$ cat config.mk
export PLATFORM = sky130hd
export DESIGN_NAME = tick_gen_frac
export DESIGN_NICKNAME = d
export VERILOG_FILES = /design/src/rtl/tick_gen_frac_pkg.sv /design/src/rtl/tick_gen_frac_channel.sv /design/src/rtl/tick_gen_frac.sv
export SDC_FILE = /design/constraint.sdc
export NUM_CORES = 1
export LEC_CHECK = 0
export BUFFER_PORTS_ARGS = -buffer_cell sky130_fd_sc_hd__buf_2
export CORE_ASPECT_RATIO = 1.75
export CORE_MARGIN = 3
export CORE_UTILIZATION = 59
export DETAILED_ROUTE_END_ITERATION = 7
export PLACE_DENSITY = 0.81
export SETUP_SLACK_MARGIN = 0.1
export SYNTH_ARGS = -nofsm -noshare
export SYNTH_HDL_FRONTEND = slang
export SYNTH_HIERARCHICAL = 1
export SYNTH_SLANG_ARGS = --single-unit
$ cat constraint.sdc
create_clock -name clk -period 3.4 [get_ports clk]
set_clock_uncertainty 0.1 [all_clocks]
set_input_delay 0.51 -clock clk [delete_from_list [all_inputs] [get_ports clk]]
set_output_delay 0.51 -clock clk [all_outputs]
set_load 0.05 [all_outputs]
$ cat src/rtl/tick_gen_frac_pkg.sv
// Shared constants and APB decode helpers for the fractional
// multi-channel tick generator.
package tick_gen_frac_pkg;

  localparam logic [7:0] SYNC_OFF  = 8'h00;
  localparam logic [7:0] CTRL_BASE = 8'h10;
  localparam logic [7:0] DIV_BASE  = 8'h14;
  localparam int         CH_STRIDE = 8;

  localparam int CTRL_EN      = 0;
  localparam int CTRL_ONESHOT = 1;

  typedef enum logic [1:0] {
    REG_NONE,
    REG_SYNC,
    REG_CTRL,
    REG_DIV
  } reg_kind_e;

  typedef struct packed {
    reg_kind_e  kind;
    logic [3:0] ch;
  } reg_dec_t;

  // INT=1, FRAC=0 packed into the DIV layout
  function automatic logic [31:0] div_reset(input int frac_w);
    return 32'd1 << frac_w;
  endfunction

  function automatic reg_dec_t reg_decode(
    input logic [7:0] addr,
    input int         n_ch
  );
    reg_dec_t   d;
    logic [7:0] off;
    d.kind = REG_NONE;
    d.ch   = '0;
    off    = addr - CTRL_BASE;
    if (addr[1:0] == 2'b00) begin
      if (addr == SYNC_OFF) begin
        d.kind = REG_SYNC;
      end else if (addr >= CTRL_BASE &&
                   int'(off) < n_ch * CH_STRIDE) begin
        d.ch   = off[6:3];
        d.kind = (off[2:0] == 3'(DIV_BASE - CTRL_BASE))
               ? REG_DIV : REG_CTRL;
      end
    end
    return d;
  endfunction

endpackage

$ cat src/rtl/tick_gen_frac_channel.sv
// One timebase channel: reload counter, fraction accumulator,
// registered pulse and NRZ outputs.
module tick_gen_frac_channel
  import tick_gen_frac_pkg::*;
#(
  parameter int INT_W = 8,
  parameter int AW    = 4
) (
  input  logic             clk,
  input  logic             rst_n,
  input  logic             en,
  input  logic             start,
  input  logic             sync,
  input  logic [INT_W-1:0] int_div,
  input  logic [AW-1:0]    frac_div,
  output logic             tick,
  output logic             tick_pulse,
  output logic             tick_nrz
);

  localparam logic [INT_W:0] ONE = (INT_W+1)'(1);

  logic [INT_W:0] ctr;
  logic [AW-1:0]  acc;
  logic [AW:0]    sum;
  logic [INT_W:0] reload;

  assign sum    = {1'b0, acc} + {1'b0, frac_div};
  assign reload = {1'b0, int_div};

  // A realign on this edge swallows the tick it would replace
  assign tick = en && !sync && (ctr == ONE);

  always_ff @(posedge clk or negedge rst_n) begin
    if (!rst_n) begin
      ctr        <= '0;
      acc        <= '0;
      tick_pulse <= 1'b0;
      tick_nrz   <= 1'b0;
    end else begin
      tick_pulse <= tick;
      tick_nrz   <= tick_nrz ^ tick;
      if (start || sync) begin
        ctr <= reload;
        acc <= '0;
      end else if (tick) begin
        acc <= sum[AW-1:0];
        ctr <= reload + {{INT_W{1'b0}}, sum[AW]};
      end else if (en && ctr != '0) begin
        ctr <= ctr - ONE;
      end
    end
  end

endmodule

$ cat src/rtl/tick_gen_frac.sv
// Multi-channel fractional tick generator with APB register
// file, one-shot support and simultaneous realignment.
module tick_gen_frac
  import tick_gen_frac_pkg::*;
#(
  parameter int N_CHANNELS = 4,
  parameter int INT_W      = 8,
  parameter int FRAC_W     = 4
) (
  input  logic                  clk,
  input  logic                  rst_n,
  input  logic                  apbs_psel,
  input  logic                  apbs_penable,
  input  logic                  apbs_pwrite,
  input  logic [19:0]           apbs_paddr,
  input  logic [31:0]           apbs_pwdata,
  output logic [31:0]           apbs_prdata,
  output logic                  apbs_pready,
  output logic                  apbs_pslverr,
  output logic [N_CHANNELS-1:0] tick_pulse,
  output logic [N_CHANNELS-1:0] tick_nrz
);

  localparam int N  = N_CHANNELS;
  localparam int DW = INT_W + FRAC_W;
  localparam int AW = (FRAC_W > 0) ? FRAC_W : 1;
  localparam logic [DW-1:0] DIV_RST = DW'(div_reset(FRAC_W));

  logic           wr;
  reg_dec_t       dec;
  logic [N-1:0]   en_q;
  logic [N-1:0]   os_q;
  logic [N-1:0]   tick;
  logic [N-1:0]   start;
  logic [N-1:0]   sync;
  logic [DW-1:0]  div_q    [N];
  logic [INT_W-1:0] int_div [N];
  logic [AW-1:0]  frac_div [N];
  logic           unused;

  assign dec          = reg_decode(apbs_paddr[7:0], N);
  assign wr           = apbs_psel & apbs_penable & apbs_pwrite;
  assign apbs_pready  = 1'b1;
  assign apbs_pslverr = 1'b0;
  assign unused       = ^{apbs_paddr[19:8], apbs_pwdata};

  always_comb begin
    start = '0;
    sync  = '0;
    for (int i = 0; i < N; i++) begin
      start[i] = wr && dec.kind == REG_CTRL &&
                 dec.ch == 4'(i) &&
                 apbs_pwdata[CTRL_EN] && !en_q[i];
      sync[i]  = wr && dec.kind == REG_SYNC &&
                 apbs_pwdata[i] && en_q[i];
    end
  end

  // Software CTRL writes take priority over the one-shot clear
  always_ff @(posedge clk or negedge rst_n) begin
    if (!rst_n) begin
      en_q <= '0;
      os_q <= '0;
      for (int i = 0; i < N; i++) div_q[i] <= DIV_RST;
    end else begin
      for (int i = 0; i < N; i++) begin
        if (wr && dec.kind == REG_CTRL && dec.ch == 4'(i)) begin
          en_q[i] <= apbs_pwdata[CTRL_EN];
          os_q[i] <= apbs_pwdata[CTRL_ONESHOT];
        end else if (tick[i] && os_q[i]) begin
          en_q[i] <= 1'b0;
        end
        if (wr && dec.kind == REG_DIV && dec.ch == 4'(i)) begin
          div_q[i] <= apbs_pwdata[DW-1:0];
        end
      end
    end
  end

  always_comb begin
    apbs_prdata = '0;
    if (apbs_psel) begin
      unique case (1'b1)
        dec.kind == REG_CTRL: begin
          for (int i = 0; i < N; i++)
            if (dec.ch == 4'(i))
              apbs_prdata = {30'd0, os_q[i], en_q[i]};
        end
        dec.kind == REG_DIV: begin
          for (int i = 0; i < N; i++)
            if (dec.ch == 4'(i))
              apbs_prdata = 32'(div_q[i]);
        end
        default: apbs_prdata = '0;
      endcase
    end
  end

  for (genvar g = 0; g < N; g++) begin : g_ch
    assign int_div[g] = div_q[g][FRAC_W +: INT_W];
    if (FRAC_W > 0) begin : g_frac
      assign frac_div[g] = div_q[g][AW-1:0];
    end else begin : g_nofrac
      assign frac_div[g] = '0;
    end

    tick_gen_frac_channel #(
      .INT_W (INT_W),
      .AW    (AW)
    ) u_ch (
      .clk        (clk),
      .rst_n      (rst_n),
      .en         (en_q[g]),
      .start      (start[g]),
      .sync       (sync[g]),
      .int_div    (int_div[g]),
      .frac_div   (frac_div[g]),
      .tick       (tick[g]),
      .tick_pulse (tick_pulse[g]),
      .tick_nrz   (tick_nrz[g])
    );
  end

endmodule

# [Word-level counts from Yosys, hierarchy flattened]
# Cells that the tools add are included.
[classes] addsub=13 n_lt_le_gt_ge=2 eq_ne=11 n_mux=43 bitwise=6 n_reduce_logical=75
[op_table] operator="$mux 32" count=7
[op_table] operator="$mux 9" count=12
[op_table] operator="$pmux 32 s2" count=1
[op_table] operator="$logic_and 1x1->1" count=44
[op_table] operator="$add 8x1->9" count=4
[op_table] operator="$eq 9x1->1 const B" count=4
[op_table] operator="$mux 4" count=9
[op_table] operator="$reduce_bool 9->1" count=4
[op_table] operator="$sub 9x1->9 const B" count=4
[op_table] operator="$add 4x4->5" count=4
[op_table] operator="$reduce_bool 2->1" count=8
[op_table] operator="$mux 12" count=1
[op_table] operator="$mux 6" count=2
[op_table] operator="$reduce_bool 3->1" count=4
[op_table] operator="$mux 1" count=9
[op_table] operator="$eq 4x2->1 const B" count=2
[op_table] operator="$ge 8x5->1 const B" count=1
[op_table] operator="$logic_not 1->1" count=8
[op_table] operator="$logic_not 8->1" count=1
[op_table] operator="$lt 8x6->1 const B" count=1
[op_table] operator="$sub 8x5->8 const B" count=1
[op_table] operator="$eq 2x2->1 const B" count=2
[op_table] operator="$eq 4x1->1 const B" count=1
[op_table] operator="$logic_not 4->1" count=1
[op_table] operator="other kinds (7)" count=15
[word_totals] ff_bits=116 out_inout_bits=42 elab_cells=178

# [Logic depth before layout (Yosys ltp)]
# Gate-level depths: netlist of run 1.
[depth] depth_word=16 depth_mapped=15

# [Cells and area by module]
# Netlist of run 1, hierarchy kept.
[by_module_without_submodules] mod="tick_gen_frac_channel" n_inst=4 cells_per_inst=133 area_each_um2=1143.6 seq_area_each_um2=375.4
[by_module_without_submodules] mod="tick_gen_frac" n_inst=1 cells_per_inst=309 area_each_um2=3278.1 seq_area_each_um2=1406.3

# [Worst setup path after synthesis of run 1]
# OpenSTA, ideal clock, no wires.
[synth_timing] path_kind="input-to-output" start="input apbs_paddr[4]" end="output apbs_prdata[2]" t_arrival_ns=3.551 t_required_ns=2.790 slack_ns=-0.761 cell_stages=9 path_buffers=2 path_cell_list="buf_2 -> inv_1 -> ha_1 -> clkbuf_1 -> o41ai_4 -> nand3_1 -> nor4_1 -> o32ai_1 -> a21boi_0"
[synth_via] elab_chain_cells=13
[synth_rtl] element="start, declared" line_no="tick_gen_frac.sv:15" text="input logic [19:0] apbs_paddr,"
[synth_rtl] element="$sub 8x5->8" line_no="tick_gen_frac_pkg.sv:38" text="off = addr - CTRL_BASE;"
[synth_rtl] element="$lt 8x6->1" line_no="tick_gen_frac_pkg.sv:43" text="int'(off) < n_ch * CH_STRIDE) begin"
[synth_rtl] element="$logic_and 1x1->1" line_no="tick_gen_frac_pkg.sv:42" text="end else if (addr >= CTRL_BASE &&"
[synth_rtl] element="$mux 6" line_no="tick_gen_frac_pkg.sv:42"
[synth_rtl] element="$mux 4" line_no="tick_gen_frac_pkg.sv:40" text="if (addr == SYNC_OFF) begin"
[synth_rtl] element="$mux 6 (*)" line_no="tick_gen_frac_pkg.sv:39" text="if (addr[1:0] == 2'b00) begin"
[synth_rtl] element="$logic_not 4->1" line_no="tick_gen_frac.sv:91" text="if (dec.ch == 4'(i))"
[synth_rtl] element="$mux 12" line_no="tick_gen_frac.sv:91"
[synth_rtl] element="$mux 32 (3 in a row)" line_no="tick_gen_frac.sv:91"
[synth_rtl] element="$pmux 32 s2 (*)" line_no="tick_gen_frac.sv:83" text="unique case (1'b1)"
[synth_rtl] element="$mux 32 (*)" line_no="tick_gen_frac.sv:82" text="if (apbs_psel) begin"
[synth_rtl] element="end, declared" line_no="tick_gen_frac.sv:17" text="output logic [31:0] apbs_prdata,"
# Mark *: on every way between the ends. The rest lies on a longest branch, timed or not.

# [Worst setup path in the final report of run 1]
[layout_timing] start="input apbs_paddr[4]" end="output apbs_prdata[7]"
# Same word-level chain as after synthesis.

==> qor.yml, run 1 <==
netlist_area_sq_um: 7850
leakagePower_uw: 0.00427
crit_required_ps: 2790
routed_via_density: 6.45
syn_inst: 841
grt_pass1_wl_um: 36200
ys_ff_latch: 116
dr_wl_met2_um: 12400
layout_common_cells: "112 x dfrtp_1, 85 x nand2_1, 74 x buf_4, 45 x mux2_2"
pre_cts_ws_ps: -41.4
rsz0062_at_grt: "yes"
hold_class: "input port to asynchronous set/reset pin"
drt_iter0_markers: 477
grt_max_degree: 72
async_flop_share_pct: 100
peakVddDrop_uv: 350
finalMaxSlewViolations: 0
drt-met1-wl_um: 7930
core_area_sq_um: 13000
nFillCells: 888
period_needed_ps: 3340
synth_top_area_cell: "dfrtp_1"
gr-total-overflow: 0
ant_nets: 0
power_uw: 3860
rows: 55
tightest_slew_ps: 628
die-width_um: 93.2
fmax_mhz: 300
synthFlopType: "dfrtp_1"
wl_met3_um: 1140
synth_area_leaders: "dfrtp_1 36%, mux2_2 6.5%, ha_1 5.4%"
gp_congestion: 0.960
path_clk_slew_ps: 60
vias: 7242
first_pass_iters: 5
diodes: 0
antenna_found_initial: 0
worst-path-max-fanout: 7
clock_sinks: 116
switchingPower_uw: 951
cts-root-buf: "clkbuf_16"
finalCritPeriodShare_pct: 98.2
synthDistinctLibCells: 64
crit_arrival_ps: 2730
final_common_cell: "dfrtp_1"
critical_path_class: "input port to primary output"
ios: 99
swShare_pct: 24.6
wirelength_um: 23000
max_slew_margin_pct: 58.1
layout_setup_ws_ps: 61.4
yosysWarnings: 6
worstSetupEndpointType: "primary output"
die_height_um: 159
cap_viol_max_count: 0
cts.htree.levels: 4
final_nets: 1033
hold_buffers: 0
start_util_pct: 60.4
seqPwrFrac_pct: 37.9
drcViolationCount: 0
yosysTopAreaCellShare_pct: 35.7
whs_ps: 0.509
p_clk_share_pct: 52.3
critPathLaunchType: "input port"
port_buffers: 44
syn_to_final_growth_pct: 22.2
numCtsBuffers: 17
cts_max_path_buffers: 2
finalCoreUtilization_pct: 73.8
top_layer: "met4"
cts_tree: "built"
synth_edf_count: 0
setup_viol: 0
grtUsageTotal_pct: 31.7
synth_area_per_cell_sq_um: 9.34
outcome: "completed"
finalHoldViolations: 0
grt_pass1_vias: 7153
clock_latency_ps: 420
hpwlAfterDp_um: 16000
power_density_nw_per_um2: 403
ys_seq_area_share_pct: 37.0
detail_route.wl_per_cell_um: 20.5
combPwrFrac_pct: 9.8
tns_ps: 0
internal-power_uw: 2910
dieArea_sq_um: 14800
drive_above_1_share_pct: 28.5
==> critical path: stages <==
cell	delay, ps
buf_6	80
inv_4	30
ha_1	260
o41ai_4	470
buf_4	190
nand2_1	110
nor3_4	310
o21ai_0	280
a31oi_4	240
buf_4	220
==> per-layer routing <==
| metal | vias up | track usage, % |
|---|---|---|
| met4 | 0 | 20.8 |
| met1 | 3503 | 31.9 |
| li1 | 3247 | - |
| met5 | - | 0 |
| met3 | 137 | 5.63 |
| met2 | 355 | 58.7 |
==> area by class of cell <==
class                   count  area [sq um]  share of cell area (%)
flip-flops and latches    116          2910                    30.3
clock buffers              19           433                    4.51
repair buffers            117           871                    9.07
clock inverters            13           231                    2.41
inverters                  38           150                    1.56
well taps                 171           214                    2.23
multi-input cells         648          4790                    49.9
==> synth_stat cells (all sizes together) (6+ instances only) <==
library cell	n
dfrtp	112
ha	34
a21o	8
mux2i	8
and3	15
nor2b	19
nand2	85
o211ai	13
a21oi	39
nor4	10
nand3	39
nor3	35
xor2	13
mux2	55
inv	38
nand2b	6
buf	41
xnor2	9
o32ai	6
a211oi	6
nand4	19
nor2	43
a21boi	9
clkbuf	18
a31oi	30
a211o	8
o21ai	41
==> kinds of logic (layout without fill, tap and decap cells) <==
| group | count (synthesis) | after routing | synth area share [%] |
|---|---|---|---|
| XOR/XNOR | 22 | 22 | 2.45 |
| flip-flops | 116 | 116 | 37.0 |
| buffers and inverters | 97 | 187 | 6.42 |
| multiplexers | 63 | 63 | 9.38 |
| adder cells (fa/ha/maj) | 38 | 38 | 6.44 |
| AND/OR/NAND/NOR | 308 | 308 | 21.5 |
| AO/OA/AOI/OAI | 195 | 195 | 16.7 |
| other | 2 | 22 | 0.0956 |
==> metrics by stage <==
step	cell area, sq um	cells
4_1_cts	9450	1120
3_3_place_gp	8700	1084
6_report	9600	1122
2_1_floorplan	8100	861
5_1_grt	9600	1122
3_5_place_dp	8700	1084
==> worst paths after layout <==
check	from	to	slack, ps	depth (start not counted)
hold / removal	rst_n	g_ch[3].u_ch/ctr[8]$_DFFE_PN0P_	0.5	1
setup / recovery	apbs_paddr[4]	apbs_prdata[7]	60	10
max in group asynchronous	rst_n	div_q[28]$_DFFE_PN1P_	2360	2
min in group clk	apbs_pwdata[5]	div_q[41]$_DFFE_PN0P_	300	2
hold reg to reg	g_ch[3].u_ch/tick_nrz$_DFF_PN0_	g_ch[3].u_ch/tick_nrz$_DFF_PN0_	370	1
setup reg to reg	div_q[24]$_DFFE_PN0P_	g_ch[1].u_ch/ctr[7]$_DFFE_PN0P_	420	11
==> state kept, by name, summed over array words and instances, names as in the netlist <==
| signal | count |
|---|---|
| div_q | 48 |
| en_q | 4 |
| g_ch.u_ch/acc | 16 |
| g_ch.u_ch/ctr | 36 |
| g_ch.u_ch/tick_nrz | 4 |
| g_ch.u_ch/tick_pulse | 4 |
| os_q | 4 |
==> what timing repair did <==
action | CTS | global route
buffers inserted | 4 | 2
resized for setup | 16 | 34
pin swaps | 3 | 7
setup endpoints to repair | 10 | 19
==> power groups by stage <==
stage	Clock (uW)	Sequential (uW)	Combinational (uW)
after global placement	0	1480	345
after global routing	2100	1470	412
final	2020	1460	379
after floorplan	0	1470	248
after detailed placement	0	1480	352
after CTS	2030	1460	358
Power figures use the tool's default switching activity.
==> run 2: changes to the inputs <==
PLACE_DENSITY = default   (was 0.81)
PLACE_DENSITY_LB_ADDON = 0.12   (was default)
==> qor.yml, run 2 (synthesized netlist as in run 1, its figures left out) <==
hold_buffers: 0  # unchanged
drive_above_1_share_pct: 29.7  # +1.2 points
first_pass_iters: 5  # unchanged
gr-total-overflow: 0  # unchanged
finalCritPeriodShare_pct: 96.4  # -1.7 points
antenna_found_initial: 0  # unchanged
crit_required_ps: 2790  # about the same
outcome: "completed"
die-width_um: 93.2  # unchanged
start_util_pct: 60.4  # unchanged
hpwlAfterDp_um: 16800  # +4.6%
rows: 55  # unchanged
grt_pass1_wl_um: 36400  # +0.51%
numCtsBuffers: 17  # unchanged
core_area_sq_um: 13000  # unchanged
wirelength_um: 22600  # -1.8%
layout_setup_ws_ps: 121  # +59.5 ps
worst-path-max-fanout: 7  # unchanged
die_height_um: 159  # unchanged
syn_to_final_growth_pct: 22.2  # about the same
gp_congestion: 0.939  # -2.2%
crit_arrival_ps: 2670  # -60 ps
tightest_slew_ps: 881  # +252 ps
drt_iter0_markers: 465  # -2.5%
ant_nets: 0  # unchanged
ios: 99  # unchanged
tns_ps: 0  # unchanged
dieArea_sq_um: 14800  # unchanged
max_slew_margin_pct: 41.3  # -17 points
port_buffers: 44  # unchanged
reg2regPathDepth: 11  # unchanged
cts.htree.levels: 4  # unchanged
rsz0062_at_grt: "yes"
peakVddDrop_uv: 364  # +4.1%
power_density_nw_per_um2: 380  # -5.6%
setup_viol: 0  # unchanged
reg2reg_to: "g_ch[3].u_ch/ctr[7]$_DFFE_PN0P_"
path_clk_slew_ps: 60  # about the same
drcViolationCount: 0  # unchanged
worstSetupEndpointType: "primary output"
routed_via_density: 6.33  # -2.0%
regToRegSetupSlack_ps: 490  # +70 ps
cap_viol_max_count: 0  # unchanged
grt_pass1_vias: 7372  # +3.1%
grt_max_degree: 66  # -8.3%
finalHoldViolations: 0  # unchanged
largest_reg_flops: 48  # unchanged
hold_class: "input port to asynchronous set/reset pin"
power_uw: 3650  # -5.6%
cts_tree: "built"
detail_route.wl_per_cell_um: 20.1  # -2.1%
final_common_cell: "dfrtp_1"
top_regs: "div_q: 48 flops, g_ch.u_ch/ctr: 36 flops, g_ch.u_ch/acc: 16 flops"
clock_latency_ps: 420  # about the same
period_needed_ps: 3280  # -59.5 ps
fmax_mhz: 305  # +1.8%
leakagePower_uw: 0.00425  # -0.50%
r2r_start: "div_q[0]$_DFFE_PN0P_"
finalMaxSlewViolations: 0  # unchanged
pre_cts_ws_ps: -63.4  # -22.0 ps
cts_max_path_buffers: 2  # unchanged
critPathLaunchType: "input port"
vias: 7116  # -1.7%
grtUsageTotal_pct: 31.6  # about the same
top_register: "div_q"
layout_common_cells: "112 x dfrtp_1, 85 x nand2_1, 77 x buf_4, 45 x mux2_2"
critical_path_class: "input port to primary output"
cts-root-buf: "clkbuf_16"
final_nets: 1036  # +0.29%
diodes: 0  # unchanged
clock_sinks: 116  # unchanged
[run 2: area by class of cell]
class                           instances  area, sq um
Multi-Input combinational cell        648         4870
Fill cell                             935         3410
Sequential cell                       116         2910
Timing Repair Buffer                  120          858
Clock buffer                           21          480
Tap cell                              171          214
Inverter                               38          143
Clock inverter                         11          125
[run 2: critical path, stage by stage]
cell and delay, ps:
buf_2 110, inv_2 70, ha_4 130, or4b_4 470, buf_4 160, o32a_4 270
a31oi_2 270, o32ai_4 140, buf_4 160, a21boi_4 130, clkbuf_4 240
[run 2: per-stage QoR]
step,util [%],area (sq um),hold WS (ps),std cells
2_1_floorplan,-,8100,114,861
4_1_cts,72.2,9390,133,1123
5_1_grt,73.8,9600,170,1125
3_5_place_dp,67.0,8720,360,1088
6_report,73.8,9600,114,1125
3_3_place_gp,67.0,8720,357,1088
[run 2: worst max path at each step]
stage / start / to / slack [ps] / cells past startpoint
final: apbs_paddr[5] / apbs_prdata[6] / 120 / 11
after global routing: apbs_paddr[5] / apbs_prdata[2] / 30 / 11
after CTS: apbs_paddr[4] / apbs_prdata[9] / 100 / 11
after detailed placement: apbs_paddr[4] / g_ch[3].u_ch/ctr[7]$_DFFE_PN0P_ / -60 / 13
after global placement: apbs_paddr[4] / apbs_prdata[9] / -50 / 11
after floorplan: apbs_paddr[4] / apbs_prdata[5] / 80 / 11
[run 2: metal layers]
metal	wire length, um	vias up	global-route usage, %	share of wire (%)
li1	-	3239	-	-
met1	7970	3505	32.4	35
met2	12400	262	59.7	55
met3	945	110	4.82	4.2
met4	1280	0	18.8	5.7
met5	0	-	0	0
[run 2: repair_timing]
action                                  CTS  global route
gates resized for setup                   7            40
pin swaps                                 2             3
setup buffers                             3             2
endpoints found under the setup margin   12            11
endpoints found under the hold margin     0             0
[run 2: where the power goes]
part	internal [uW]	total (uW)	switching, uW
Clock	1160	1810	655
Combinational	124	375	251
Sequential	1410	1460	47.7
==> run 3: changes to the inputs <==
--- a/config.mk
+++ b/config.mk
@@ -13,4 +13,5 @@
 export PLACE_DENSITY_LB_ADDON = 0.12
 export SETUP_SLACK_MARGIN = 0.1
+export SKIP_CTS_REPAIR_TIMING = 1
 export SYNTH_ARGS = -nofsm -noshare
 export SYNTH_HDL_FRONTEND = slang
==> constraint.sdc (replaced) <==
create_clock -name clk -period 3.4 [get_ports clk]
set_clock_uncertainty 0.1 [all_clocks]
set_input_delay 0.17 -clock clk [delete_from_list [all_inputs] [get_ports clk]]
set_output_delay 0.17 -clock clk [all_outputs]
set_load 0.05 [all_outputs]
==> qor.yml, run 3 (synthesized netlist as in run 1, its figures left out) <==
outcome: "completed"
hpwlAfterDp_um: 16500  # -1.4%
final_common_cell: "dfrtp_1"
start_util_pct: 60.4  # unchanged
path_cells: "buf_2 -> inv_1 -> ha_1 -> or4b_2 -> nor4_1 -> and4_1 -> and3_1 -> nor2b_1 -> nand4_1 -> nand2_1 -> and3_1 -> or4_1"
nFillCells: 1024  # +9.5%
vias: 6907  # -2.9%
slowest_delay_ps: 600  # +130 ps
place_inst: 1061  # -2.5%
clock_latency_ps: 410  # about the same
period_needed_ps: 3000  # -282 ps
rows: 55  # unchanged
largest_reg_flops: 48  # unchanged
grt_pass1_vias: 6946  # -5.8%
die-width_um: 93.2  # unchanged
layout_common_cells: "112 x dfrtp_1, 85 x nand2_1, 45 x mux2_2, 44 x buf_4, 43 x buf_2"
tightest_slew_ps: 769  # -111 ps
syn_to_final_growth_pct: 15.3
whs_path_depth: 2
layout.cells.non_filler: 1100  # -2.2%
cp_top_family: "simple AND/OR/NAND/NOR gates"
antenna_found_initial: 0  # unchanged
top_regs: "div_q: 48 flops, g_ch.u_ch/ctr: 36 flops, g_ch.u_ch/acc: 16 flops"
layout_setup_ws_ps: 403  # +282 ps
crit_required_ps: 3590  # +800 ps
first_pass_iters: 5  # unchanged
worstSetupEndpointType: "flip-flop"
met1_usage_pct: 34.2  # +1.8 points
critical_path_class: "input port to flip-flop"
grtUsageMet3_pct: 5.30  # +0.47 points
ios: 99  # unchanged
detail_route.wl_per_cell_um: 20.0  # -0.21%
critPathLaunchType: "input port"
setup_viol: 0  # unchanged
drt_iter0_markers: 489  # +5.2%
cp_num_cells: 12  # +1
hold_class: "input port to flip-flop"
path_clk_slew_ps: 60  # about the same
rsz0062_at_grt: "no"
finalHoldViolations: 0  # unchanged
wirelength_um: 22000  # -2.4%
numCtsBuffers: 17  # unchanged
cts_max_path_buffers: 2  # unchanged
finalMaxSlewViolations: 0  # unchanged
gp_congestion: 1.06  # +13%
met2_usage_pct: 56.7  # -3.1 points
drive_above_1_share_pct: 22.5  # -7.2 points
reg2regPathDepth: 11  # unchanged
max_slew_margin_pct: 48.7  # +7.4 points
busiest_layer: "met2"
gr-total-overflow: 0  # unchanged
cts_tree: "built"
grt_max_degree: 62  # -6.1%
die_height_um: 159  # unchanged
path_common_cell: "and3_1"
dieArea_sq_um: 14800  # unchanged
finalCritPeriodShare_pct: 88.2  # -8.3 points
grtUsageTotal_pct: 31.3  # -0.35 points
diodes: 0  # unchanged
top_register: "div_q"
crit_arrival_ps: 3180  # +510 ps
cts-root-buf: "clkbuf_16"
whs_ps: 26.1  # -87.6 ps
leakagePower_uw: 0.00408  # -3.9%
grt_pass1_wl_um: 35600  # -2.3%
drcViolationCount: 0  # unchanged
clock_sinks: 116  # unchanged
fmax_mhz: 334  # +9.4%
ant_nets: 0  # unchanged
crit_path_top_delay_cell: "or4b_2"
tns_ps: 0  # unchanged
worst-path-max-fanout: 4  # -3
path_buf_inv: 2  # -3
final_nets: 1011  # -2.4%
routed_via_density: 6.28  # -0.73%
pre_cts_ws_ps: 32.2  # +95.6 ps
cap_viol_max_count: 0  # unchanged
port_buffers: 44  # unchanged
power_density_nw_per_um2: 411  # +8.1%
cts.htree.levels: 4  # unchanged
peakVddDrop_uv: 364  # about the same
core_area_sq_um: 13000  # unchanged
finalCoreUtilization_pct: 69.6  # -4.2 points
run 3: cell types whose count changed in the layout (fill, tap and decap cells not counted), sizes merged:
| cell | change |
|---|---|
| buf | -27 |
| bufinv | +2 |
| clkbuf | -6 |
| clkinv | +2 |
| clkinvlp | -2 |
| dlygate4sd3 | +7 |
| inv | -1 |
run 3: worst reg2reg max path: stages (launching register included):
cell and delay [ps]:
dfrtp_1 460, ha_1 210, inv_1 60, fa_1 390, nor2b_1 160, o21ai_0 100
nand2b_1 130, ha_1 190, and4_4 260, nand3_1 90, and3_1 190, or4_1 510
run 3: per-stage QoR:
stage / area [sq um] / total power, uW
after CTS: 8980 / 3740
final: 9050 / 3720
after global placement: 8350 / 1810
after detailed placement: 8350 / 1820
after global routing: 9050 / 3840
after floorplan: 7930 / 1710
run 3: per-layer routing:
metal | wire (um) | share of wire [%]
met1 | 8100 | 37
met2 | 11800 | 53
met3 | 1060 | 4.8
met4 | 1140 | 5.2
met5 | 0 | 0
run 3: layout make-up:
cell class / count / area (sq um) / area share [%]
clock buffer: 20 / 457 / 5.05
multi-input combinational: 648 / 4520 / 49.9
inverter: 38 / 143 / 1.58
clock inverter: 12 / 179 / 1.98
tap: 171 / 214 / 2.36
sequential: 116 / 2910 / 32.1
timing repair buffer: 95 / 636 / 7.02
run 3: path summary, 6_finish.rpt:
check / from / slack [ps] / to
worst min register to register: g_ch[0].u_ch/tick_nrz$_DFF_PN0_ / 360 / g_ch[0].u_ch/tick_nrz$_DFF_PN0_
worst max register to register: div_q[0]$_DFFE_PN0P_ / 430 / g_ch[3].u_ch/ctr[7]$_DFFE_PN0P_
worst max-delay path: apbs_paddr[5] / 400 / g_ch[3].u_ch/ctr[7]$_DFFE_PN0P_
worst min-delay path: apbs_pwdata[5] / 30 / div_q[29]$_DFFE_PN0P_
min in group asynchronous: rst_n / 260 / g_ch[2].u_ch/ctr[6]$_DFFE_PN0P_
max in group asynchronous: rst_n / 2100 / div_q[40]$_DFFE_PN1P_
run 3: power by group:
group / switching [uW] / internal (uW)
clock network: 645 / 1260
registers: 47.7 / 1410
logic: 238 / 110
total: 930 / 2790
